$ cat src/rtl/hero_anim_sequencer.sv
// Hero sprite animation sequencer: idle/run/jump motion state, run-cycle stepping
// on video-frame ticks, and the registered ROM base address of the selected frame.
module hero_anim_sequencer #(
  parameter int unsigned FRAME_W        = 40,
  parameter int unsigned FRAME_H        = 66,
  parameter int unsigned NUM_RUN_FRAMES = 3,
  parameter int unsigned TICKS_PER_STEP = 6,
  parameter int unsigned JUMP_TICKS     = 30,
  parameter int unsigned ADDR_W         = 15
) (
  input  logic              i_vga_clk,
  input  logic              i_reset_n,
  input  logic              i_vsync,
  input  logic              i_run_left,
  input  logic              i_run_right,
  input  logic              i_jump,
  output logic [1:0]        o_anim_state,
  output logic [2:0]        o_frame_sel,
  output logic              o_facing_left,
  output logic              o_frame_changed,
  output logic [ADDR_W-1:0] o_rom_base
);

  localparam logic [1:0] ST_IDLE = 2'd0;
  localparam logic [1:0] ST_RUN  = 2'd1;
  localparam logic [1:0] ST_JUMP = 2'd2;

  localparam int unsigned DIV_W  = (TICKS_PER_STEP > 1) ? $clog2(TICKS_PER_STEP) : 1;
  localparam int unsigned JCNT_W = (JUMP_TICKS > 1) ? $clog2(JUMP_TICKS) : 1;
  localparam int unsigned FRAME_SIZE = FRAME_W * FRAME_H;

  localparam logic [2:0]        FS_IDLE  = 3'd0;
  localparam logic [2:0]        FS_RUN1  = 3'd1;
  localparam logic [2:0]        FS_LAST  = 3'(NUM_RUN_FRAMES);
  localparam logic [2:0]        FS_JUMP  = 3'(NUM_RUN_FRAMES + 1);
  localparam logic [DIV_W-1:0]  DIV_LAST = DIV_W'(TICKS_PER_STEP - 1);
  localparam logic [JCNT_W-1:0] JCNT_LAST = JCNT_W'(JUMP_TICKS - 1);

  logic              r_vs_d;
  logic [1:0]        r_state;
  logic [2:0]        r_frame_sel;
  logic [2:0]        r_frame_prev;
  logic [DIV_W-1:0]  r_div;
  logic [JCNT_W-1:0] r_jcnt;
  logic              r_facing;
  logic              r_frame_changed;
  logic [ADDR_W-1:0] r_rom_base;

  logic              w_tick;
  logic              w_dir_valid;
  logic [1:0]        w_state_d;
  logic [2:0]        w_frame_d;
  logic [DIV_W-1:0]  w_div_d;
  logic [JCNT_W-1:0] w_jcnt_d;
  logic              w_facing_d;
  logic [ADDR_W-1:0] w_rom_base_d;

  // vsync is active low, so its falling edge marks the start of a video frame
  assign w_tick      = r_vs_d & ~i_vsync;
  assign w_dir_valid = i_run_left ^ i_run_right;

  always_comb begin
    w_state_d  = r_state;
    w_frame_d  = r_frame_sel;
    w_div_d    = r_div;
    w_jcnt_d   = r_jcnt;
    w_facing_d = r_facing;
    if (w_tick) begin
      if (w_dir_valid) begin
        w_facing_d = i_run_left;
      end
      case (r_state)
        ST_IDLE: begin
          if (i_jump) begin
            w_state_d = ST_JUMP;
            w_jcnt_d  = '0;
            w_frame_d = FS_JUMP;
          end else if (w_dir_valid) begin
            w_state_d = ST_RUN;
            w_frame_d = FS_RUN1;
            w_div_d   = '0;
          end else begin
            w_frame_d = FS_IDLE;
          end
        end
        ST_RUN: begin
          if (i_jump) begin
            w_state_d = ST_JUMP;
            w_jcnt_d  = '0;
            w_frame_d = FS_JUMP;
          end else if (!w_dir_valid) begin
            w_state_d = ST_IDLE;
            w_frame_d = FS_IDLE;
          end else if (r_div == DIV_LAST) begin
            w_div_d   = '0;
            w_frame_d = (r_frame_sel == FS_LAST) ? FS_RUN1 : r_frame_sel + 3'd1;
          end else begin
            w_div_d = r_div + DIV_W'(1);
          end
        end
        ST_JUMP: begin
          if (r_jcnt == JCNT_LAST) begin
            if (w_dir_valid) begin
              w_state_d = ST_RUN;
              w_frame_d = FS_RUN1;
              w_div_d   = '0;
            end else begin
              w_state_d = ST_IDLE;
              w_frame_d = FS_IDLE;
            end
          end else begin
            w_jcnt_d = r_jcnt + JCNT_W'(1);
          end
        end
        default: begin
          w_state_d = ST_IDLE;
          w_frame_d = FS_IDLE;
        end
      endcase
    end
  end

  assign w_rom_base_d = ADDR_W'(r_frame_sel) * ADDR_W'(FRAME_SIZE);

  always_ff @(posedge i_vga_clk) begin
    if (!i_reset_n) begin
      r_vs_d          <= 1'b1;
      r_state         <= ST_IDLE;
      r_frame_sel     <= FS_IDLE;
      r_frame_prev    <= FS_IDLE;
      r_div           <= '0;
      r_jcnt          <= '0;
      r_facing        <= 1'b0;
      r_frame_changed <= 1'b0;
      r_rom_base      <= '0;
    end else begin
      r_vs_d          <= i_vsync;
      r_state         <= w_state_d;
      r_frame_sel     <= w_frame_d;
      r_div           <= w_div_d;
      r_jcnt          <= w_jcnt_d;
      r_facing        <= w_facing_d;
      // Pulse and base address both trail frame_sel by one cycle so they align
      r_frame_prev    <= r_frame_sel;
      r_frame_changed <= (r_frame_sel != r_frame_prev);
      r_rom_base      <= w_rom_base_d;
    end
  end

  assign o_anim_state    = r_state;
  assign o_frame_sel     = r_frame_sel;
  assign o_facing_left   = r_facing;
  assign o_frame_changed = r_frame_changed;
  assign o_rom_base      = r_rom_base;

endmodule

$ cat config.mk
export PLATFORM = sky130hd
export DESIGN_NAME = hero_anim_sequencer
export DESIGN_NICKNAME = d
export VERILOG_FILES = /design/src/rtl/hero_anim_sequencer.sv
export SDC_FILE = /design/constraint.sdc
export NUM_CORES = 1
export LEC_CHECK = 0
export CAP_MARGIN = 30
export CORE_MARGIN = 3
export CORE_UTILIZATION = 35
export DETAILED_ROUTE_END_ITERATION = 10
export GPL_TIMING_DRIVEN = 0
export PLACE_DENSITY_LB_ADDON = 0.15
export SLEW_MARGIN = 5
export SYNTH_ARGS = -nofsm -noshare
export SYNTH_HDL_FRONTEND = slang
export SYNTH_SLANG_ARGS = --single-unit
export TNS_END_PERCENT = 100
$ cat constraint.sdc
create_clock -name i_vga_clk -period 1.7 [get_ports i_vga_clk]
set_input_delay 0.34 -clock i_vga_clk [delete_from_list [all_inputs] [get_ports i_vga_clk]]
set_output_delay 0.34 -clock i_vga_clk [all_outputs]
set_load 0.01 [all_outputs]
Word-level counts from Yosys, hierarchy flattened --
Index checks and enable logic that the tools add are counted.
Storage, ports and cells: bits in registers 34, bits of input ports 6, output and inout port bits 22, word-level logic and storage cells 66
Cells by class: $add $sub $neg 3, multiply operators 1, eq/ne operators 15, multiplexer cells 25, bitwise operators 3, reduce and logical (&&, ||, !) cells 9
Operator list (count):
- 3-bit 2-to-1 mux | 12
- 3-bit one-hot mux with 3 select lines | 2
- 3-bit by 8-bit multiplier with 11-bit output (second input constant) | 1
- 2-bit 2-to-1 mux | 5
- 5-bit 2-to-1 mux | 2
- 2-bit != test (second input constant) | 5
- 5-bit one-hot mux with 2 select lines | 1
- 4-bit AND reduction | 2
- 3-bit by 1-bit adder with 3-bit output (second input constant) | 2
- 3-bit != test (second input constant) | 2
- 2-bit one-hot mux with 3 select lines | 1
- 6-bit AND reduction | 1
- 5-bit by 1-bit adder with 5-bit output (second input constant) | 1
- 5-bit equality test (second input constant) | 1
- 4-bit != test (second input constant) | 1
- 3-bit by 2-bit equality test with 1-bit output (second input constant) | 1
- 3-bit equality test (second input constant) | 1
- 3-bit != test | 1
- 3-bit AND reduction | 1
- 3-bit nonzero test | 1
- 2-bit by 1-bit equality test with 1-bit output (second input constant) | 1
- 2-bit equality test (second input constant) | 1
- 2-bit logical NOT | 1
- 1-bit 2-to-1 mux | 2
- 7 further kinds | 7

Logic depth before layout (Yosys ltp) --
Gate-level depths: netlist (run 1).
depth after elaboration 6, gate-level depth with buffers 6, gate-level depth less buffers 6

Worst setup path after synthesis (run 1) --
Ideal clock, no wire load.
kind reg2reg, from reg r_frame_sel[2] (netlist: o_frame_sel[2]), to reg r_rom_base[14] (netlist: o_rom_base[14]), setup time 0.128 ns, arrival time 1.319 ns, data required time 1.572 ns, path slack 0.253 ns, stages on the path, launching flop included 7, buffers on the path 0, period minus slack after synthesis 1.447 ns, cell sequence dfxtp_1 -> ha_1 -> inv_1 -> ha_1 -> nor2b_1 -> a41oi_1 -> nor2_1
On the way: longest elaborated chain between the ends 1
Ends and longest elaborated chain:
- start: declaration | RTL line 41 | logic [2:0] r_frame_sel;
- start signal: assignment | RTL line 139 | r_frame_sel <= w_frame_d;
- 3-bit by 8-bit multiplier with 11-bit output | RTL line 123 | assign w_rom_base_d = ADDR_W'(r_frame_sel) * ADDR_W'(FRAME_SIZE);
- end signal: assignment | RTL line 146 | r_rom_base <= w_rom_base_d;
- end: declaration | RTL line 47 | logic [ADDR_W-1:0] r_rom_base;
No other way between the ends. A chain may end at the register's enable or synchronous reset.

Worst setup path after layout (run 1) --
from reg r_frame_sel[0] (netlist: o_frame_sel[0]), to out o_frame_sel[0]
RTL lines:
- end: declaration | RTL line 18 | output logic [2:0] o_frame_sel,
No word-level cell between the ends.

==> results.md, run 1 <==
- Initial antenna violation count: 0
- Sink Count: 27
- Post-synth EDFFs: 0
- Commonest non-fill, non-tap cell in the layout: dfxtp_1
- Final TNS setup: 0 ns
- Complex-gate fraction of the synthesized area: 14.4%
- Share of cells above drive strength 1: 14.6%
- Placed cell count: 220
- Die height: 67.7 µm
- Yosys top cell by area: dfxtp_1
- Area post-placement: 0.00163 mm²
- Fraction of the mapped netlist area in adder cells: 6.57%
- Clock latency at the later pin of the worst-skew pair: 0.27 ns
- Switching portion of total power: 25.4%
- Setup Viol. Count Final: 0
- CTS max path bufs: 2
- RePlAce Congestion: 0.733
- Vias: 1061
- RSZ-0062 raised after global routing: false
- Hold Crit Class: reg -> reg
- Initial DRC count: 37
- Root Driver: clkbuf_8
- Post-DP HPWL: 2.04 mm
- Area added between synthesis and finish: 27.3%
- Final Hold Viols: 0
- Slew Limit Fails: 0
- Kind of critical path: reg -> out
- FP Rows: 21
- Tcrit/Tclk final: 96.5%
- Seq pwr share: 55.2%
- Drt pass-1 iters: 4
- Pleak: 0.653 nW
- Post-route insts no fill: 224
- Power Total: 0.00121 W
- CP Capture Type: primary output
- CP Launch Type: register
- Simple-gate share of the synthesized area: 23.7%
- Largest net degree at the start of global routing: 16
- Avg WL per Cell: 11.8 µm
- IO buf count: 23
- Initial Util: 38.2%
- Core Box Area: 0.00349 mm²
- Die Wd: 67.7 µm
- Top cells by area, synth: dfxtp_1 41%, ha_1 6.6%, buf_4 5.1%, a21oi_1 4.1%, o21ai_0 4.1%
- Post-synthesis xor/xnor area fraction: 5.25%
- Distinct cells, synth: 37
- Net load switching power: 0.000307 W
- Worst Path Max Fanout: 7
- Crit path time final: 1.64 ns
- Number of global-route vias before repair: 1004
- Syn. warnings: 0
- WP data required: 1.36 ns
- Setup Skew: 0.00382 ns
- Clk slew on worst S/H paths: 0.10 ns
- H-tree Lvls: 1
- Die ar.: 0.00459 mm²
- Routed Antenna Nets: 0
- Comb power frac: 14.6%
- Max IR drop VDD: 303 µV
- Number of CTS-inserted buffers: 3
- Drt drc: 0
- FFs w/ async S/R, synth: 0%
- Final WL: 2.65 mm
- First-pass GRT wire length: 4.51 mm
- Yosys top cell area share: 40.5%
- Clk pwr share: 30.2%
- Post-route cell area: 0.00170 mm²
- Post-synthesis sequential area ratio: 40.5%
- CTS Hold Bufs: 0
- Syn Inst Count: 148
- Post-synthesis cell area: 0.00133 mm²
- WP data arrival: 1.30 ns
- Largest family of logic cells by synthesized area: simple AND/OR/NAND/NOR gates
- CTS tree: yes
- I/O pin cnt: 28
- Yosys reg bits: 27
- Status: finished, final reports clean
- ANT cells: 0
- Total track usage: 12.6%
- Mux cell area share after synthesis: 0.750%
- Int Pwr: 0.000903 W
- Post-CTS Setup Bufs: 0
- Maximum clock rate: 609 MHz
- Min setup slack post-route: 0.0589 ns
- Final nets: 192
- Ys flop type: dfxtp_1
- Grt total ovfl: 0
- Most frequent cells in the layout: 23 x dfxtp_1, 22 x clkdlybuf4s50_1, 12 x nor2_1
- Max Cap Violations: 0
- Vias per cell: 4.74
- Power per cell area: 713 mW/mm²
- Syn_area_per_cell: 9.01 µm²
- DP Worst Slack: -0.277 ns
[power groups by stage]
stage	logic [W]	registers, W	clock network (W)
CTS	0.000175	0.000671	0.000381
detailed placement	0.000174	0.000685	0
global placement	0.000172	0.000684	0
floorplan	0.000102	0.000687	0
finish	0.000176	0.000668	0.000365
global route	0.000195	0.000673	0.000408
[flip-flops by register name (all words and copies together), names as in the netlist, 2 cells and up]
register,count
o_frame_sel,3
r_div,3
o_anim_state,2
r_frame_prev,3
o_rom_base,8
r_jcnt,5
[path summary, 6_finish.rpt]
kind | to | startpoint | cells past startpoint | slack, ns
worst max-delay path | o_frame_sel[0] | o_frame_sel[0] | 2 | 0.06
worst min-delay path | r_div[2] | r_div[1] | 2 | 0.49
worst max register to register | o_frame_sel[0] | r_jcnt[0] | 5 | 0.17
worst min register to register | r_div[2] | r_div[1] | 2 | 0.49
[logic make-up after synthesis]
| family | count (synthesis) |
|---|---|
| xor+xnor | 8 |
| simple gates | 54 |
| compound gates | 31 |
| fa+ha+maj | 7 |
| other cells | 1 |
| buf+inv | 19 |
| flops | 27 |
| mux | 1 |
[critical path, cell delays in order, from the launching register on]
cell             delay (ns)
dfxtp_4                0.40
buf_4                  0.11
clkdlybuf4s50_1        0.52
[stage by stage]
step / hold WS (ns) / utilization (%)
3_5_place_dp: 0.478 / 46.7
3_3_place_gp: 0.460 / 46.7
2_1_floorplan: 0.413 / -
6_report: 0.485 / 48.6
5_1_grt: 0.513 / 48.6
4_1_cts: 0.492 / 48.1
[synthesized netlist by cell type, drive strengths merged (2+ instances only)]
cell / number
dfxtp: 27
o211ai: 2
nor2b: 2
o21ai: 11
nand3: 3
inv: 7
buf: 10
a31oi: 2
nor3: 3
xor2: 2
or3: 4
nor2: 12
nand4: 2
a211oi: 2
ha: 7
xnor2: 6
nor3b: 3
nand2b: 6
nand2: 7
and2: 4
a21oi: 11
clkbuf: 2
[per-layer routing]
metal	wire length (µm)	track usage [%]	up-vias	part of all wire (%)
met1	1320	17.9	485	50
met2	1210	19.6	20	46
met4	0	3.29	0	0
met5	0	0	-	0
li1	-	-	556	-
met3	111	2.33	0	4.2
[final cells by class]
| cell class | count | area [µm²] |
|---|---|---|
| Tap cell | 46 | 57.6 |
| Fill cell | 345 | 1800 |
| Inverter | 7 | 26.3 |
| Buffer | 12 | 86.3 |
| Multi-Input combinational cell | 105 | 702 |
| Clock buffer | 3 | 41.3 |
| Clock inverter | 1 | 5.00 |
| Timing Repair Buffer | 23 | 229 |
| Sequential cell | 27 | 551 |
[what timing repair did]
action / in CTS / in global routing
pin swaps: 0 / 0
endpoints found under the setup margin: 4 / 6
resized for setup: 4 / 5
hold endpoints to repair: 0 / 0
No activity file was read; power rests on OpenSTA's default activity.
==> run 2: changes to the inputs <==
- RECOVER_POWER: unset -> 50
==> results.md, run 2 (synthesized netlist as in run 1, its figures left out) <==
- WP data arrival: 1.30 ns
- Max IR drop VDD: 303 µV
- Post-route cell area: 0.00170 mm²
- Top Family by Delay on Critical Path: buffers and inverters
- H-tree Lvls: 1
- Setup Skew: 0.00370 ns
- Setup Viol. Count Final: 0
- CP Buf/Inv Count: 2
- Clk slew on worst S/H paths: 0.10 ns
- Avg WL per Cell: 11.8 µm
- CTS max path bufs: 2
- Maximum clock rate: 609 MHz
- Most frequent cells in the layout: 23 x dfxtp_1, 13 x clkdlybuf4s50_1, 12 x nor2_1
- Hold Startpoint: r_div[1]
- Post-DP HPWL: 2.04 mm
- Slew Limit Fails: 0
- Die ar.: 0.00459 mm²
- Hold depth: 2
- Routed Antenna Nets: 0
- Crit-path cells: buf_4 -> clkdlybuf4s50_1
- Area added between synthesis and finish: 27.3%
- Initial DRC count: 37
- Area post-placement: 0.00163 mm²
- Max reg flops: 8
- I/O pin cnt: 28
- Post-route insts no fill: 224
- Critical path's slowest cell: clkdlybuf4s50_1
- Final Hold Viols: 0
- Drt drc: 0
- Pleak: 0.678 nW
- FP Rows: 21
- Core Box Area: 0.00349 mm²
- Highest cell delay on the worst timing path: 0.52 ns
- Crit Reg-Reg Endpoint: o_frame_sel[0]
- RR Startpoint: r_jcnt[0]
- Vias per cell: 4.74
- Commonest non-fill, non-tap cell in the layout: dfxtp_1
- ANT cells: 0
- Seq pwr share: 55.3%
- RePlAce Congestion: 0.733
- R2R setup slack: 0.17 ns
- Share of cells above drive strength 1: 14.6%
- Final nets: 192
- Net load switching power: 0.000307 W
- CP Capture Type: primary output
- Grt total ovfl: 0
- Sink Count: 27
- Worst Path Max Fanout: 7
- Number of CTS-inserted buffers: 3
- Final WL: 2.65 mm
- Initial Util: 38.2%
- First-pass GRT wire length: 4.51 mm
- Vias: 1061
- Max Cap Violations: 0
- Clk pwr share: 30.3%
- Final core utilization: 48.6%
- RSZ-0062 raised after global routing: false
- Tcrit/Tclk final: 96.5%
- Total track usage: 12.6%
- Hold Crit Class: reg -> reg
- Comb power frac: 14.4%
- Reg2reg path depth: 5
- Switching portion of total power: 25.4%
- Kind of critical path: reg -> out
- IO buf count: 23
- CTS tree: yes
- CTS Hold Bufs: 0
- Drt pass-1 iters: 4
- Hold Crit Endpoint: r_div[2]
- Post-cts resize count: 4
- Placed cell count: 220
- Status: finished, final reports clean
- Number of global-route vias before repair: 1004
- CP Launch Type: register
- Power per cell area: 711 mW/mm²
- Clock latency at the later pin of the worst-skew pair: 0.27 ns
- Crit path time final: 1.64 ns
- WP data required: 1.36 ns
- Die Wd: 67.7 µm
- Largest net degree at the start of global routing: 16
- Initial antenna violation count: 0
- Die height: 67.7 µm
- Post-CTS Setup Bufs: 0
- Root Driver: clkbuf_8
- Int Pwr: 0.000900 W
run 2: cell count changes in the layout (fill, tap and decap cells not counted), sizes merged:
| cell | change |
|---|---|
| clkdlybuf4s50 | -9 |
| dlygate4sd3 | +9 |
run 2: cell type report:
cell class / count / area [µm²]
fillers: 345 / 1800
multi-input cells: 105 / 702
flip-flops and latches: 27 / 551
repair buffers: 23 / 229
plain buffers: 12 / 86.3
well taps: 46 / 57.6
clock buffers: 3 / 41.3
inverters: 7 / 26.3
clock inverters: 1 / 5.00
run 2: metrics by stage:
step | power [W] | setup slack [ns] | TNS, ns | hold WS (ns)
finish | 0.00121 | 0.0589 | 0 | 0.485
global route | 0.00127 | 0.00702 | 0 | 0.513
CTS | 0.00123 | 0.0129 | 0 | 0.492
detailed placement | 0.000860 | -0.277 | -2.29 | 0.478
global placement | 0.000855 | -0.242 | -1.99 | 0.460
floorplan | 0.000789 | 0.253 | 0 | 0.413
run 2: metal layers:
layer / part of all wire, % / vias to the layer above / routed length, µm / GRT usage (%)
met5: 0 / - / 0 / 0
met4: 0 / 0 / 0 / 3.29
met3: 4.2 / 0 / 111 / 2.33
met2: 46 / 20 / 1210 / 19.6
met1: 50 / 485 / 1320 / 17.9
li1: - / 556 / - / -
run 2: how the worst max path moves through the flow:
stage | startpoint | cells after the start | end
floorplan | o_frame_sel[2] | 6 | o_rom_base[14]
global placement | i_jump | 5 | r_jcnt[3]
detailed placement | i_jump | 5 | r_jcnt[2]
CTS | o_frame_sel[1] | 2 | o_frame_sel[1]
global route | o_frame_sel[0] | 2 | o_frame_sel[0]
finish | o_frame_sel[0] | 2 | o_frame_sel[0]
run 2: worst min-delay path, stage by stage (launching register included):
cell and delay, ns:
dfxtp_1 0.34, nand2_1 0.06, a21oi_1 0.05
run 2: power by group through the flow:
stage | combinational [W] | clock (W) | sequential, W
floorplan | 0.000102 | 0 | 0.000687
global placement | 0.000172 | 0 | 0.000684
detailed placement | 0.000174 | 0 | 0.000685
CTS | 0.000175 | 0.000381 | 0.000671
global route | 0.000193 | 0.000408 | 0.000672
finish | 0.000174 | 0.000365 | 0.000668
==> run 3: changes to the inputs <==
- CAP_MARGIN: 30 -> 20
==> results of run 3 <==
No change in the layout: final DEF, timing and power equal those of run 2.
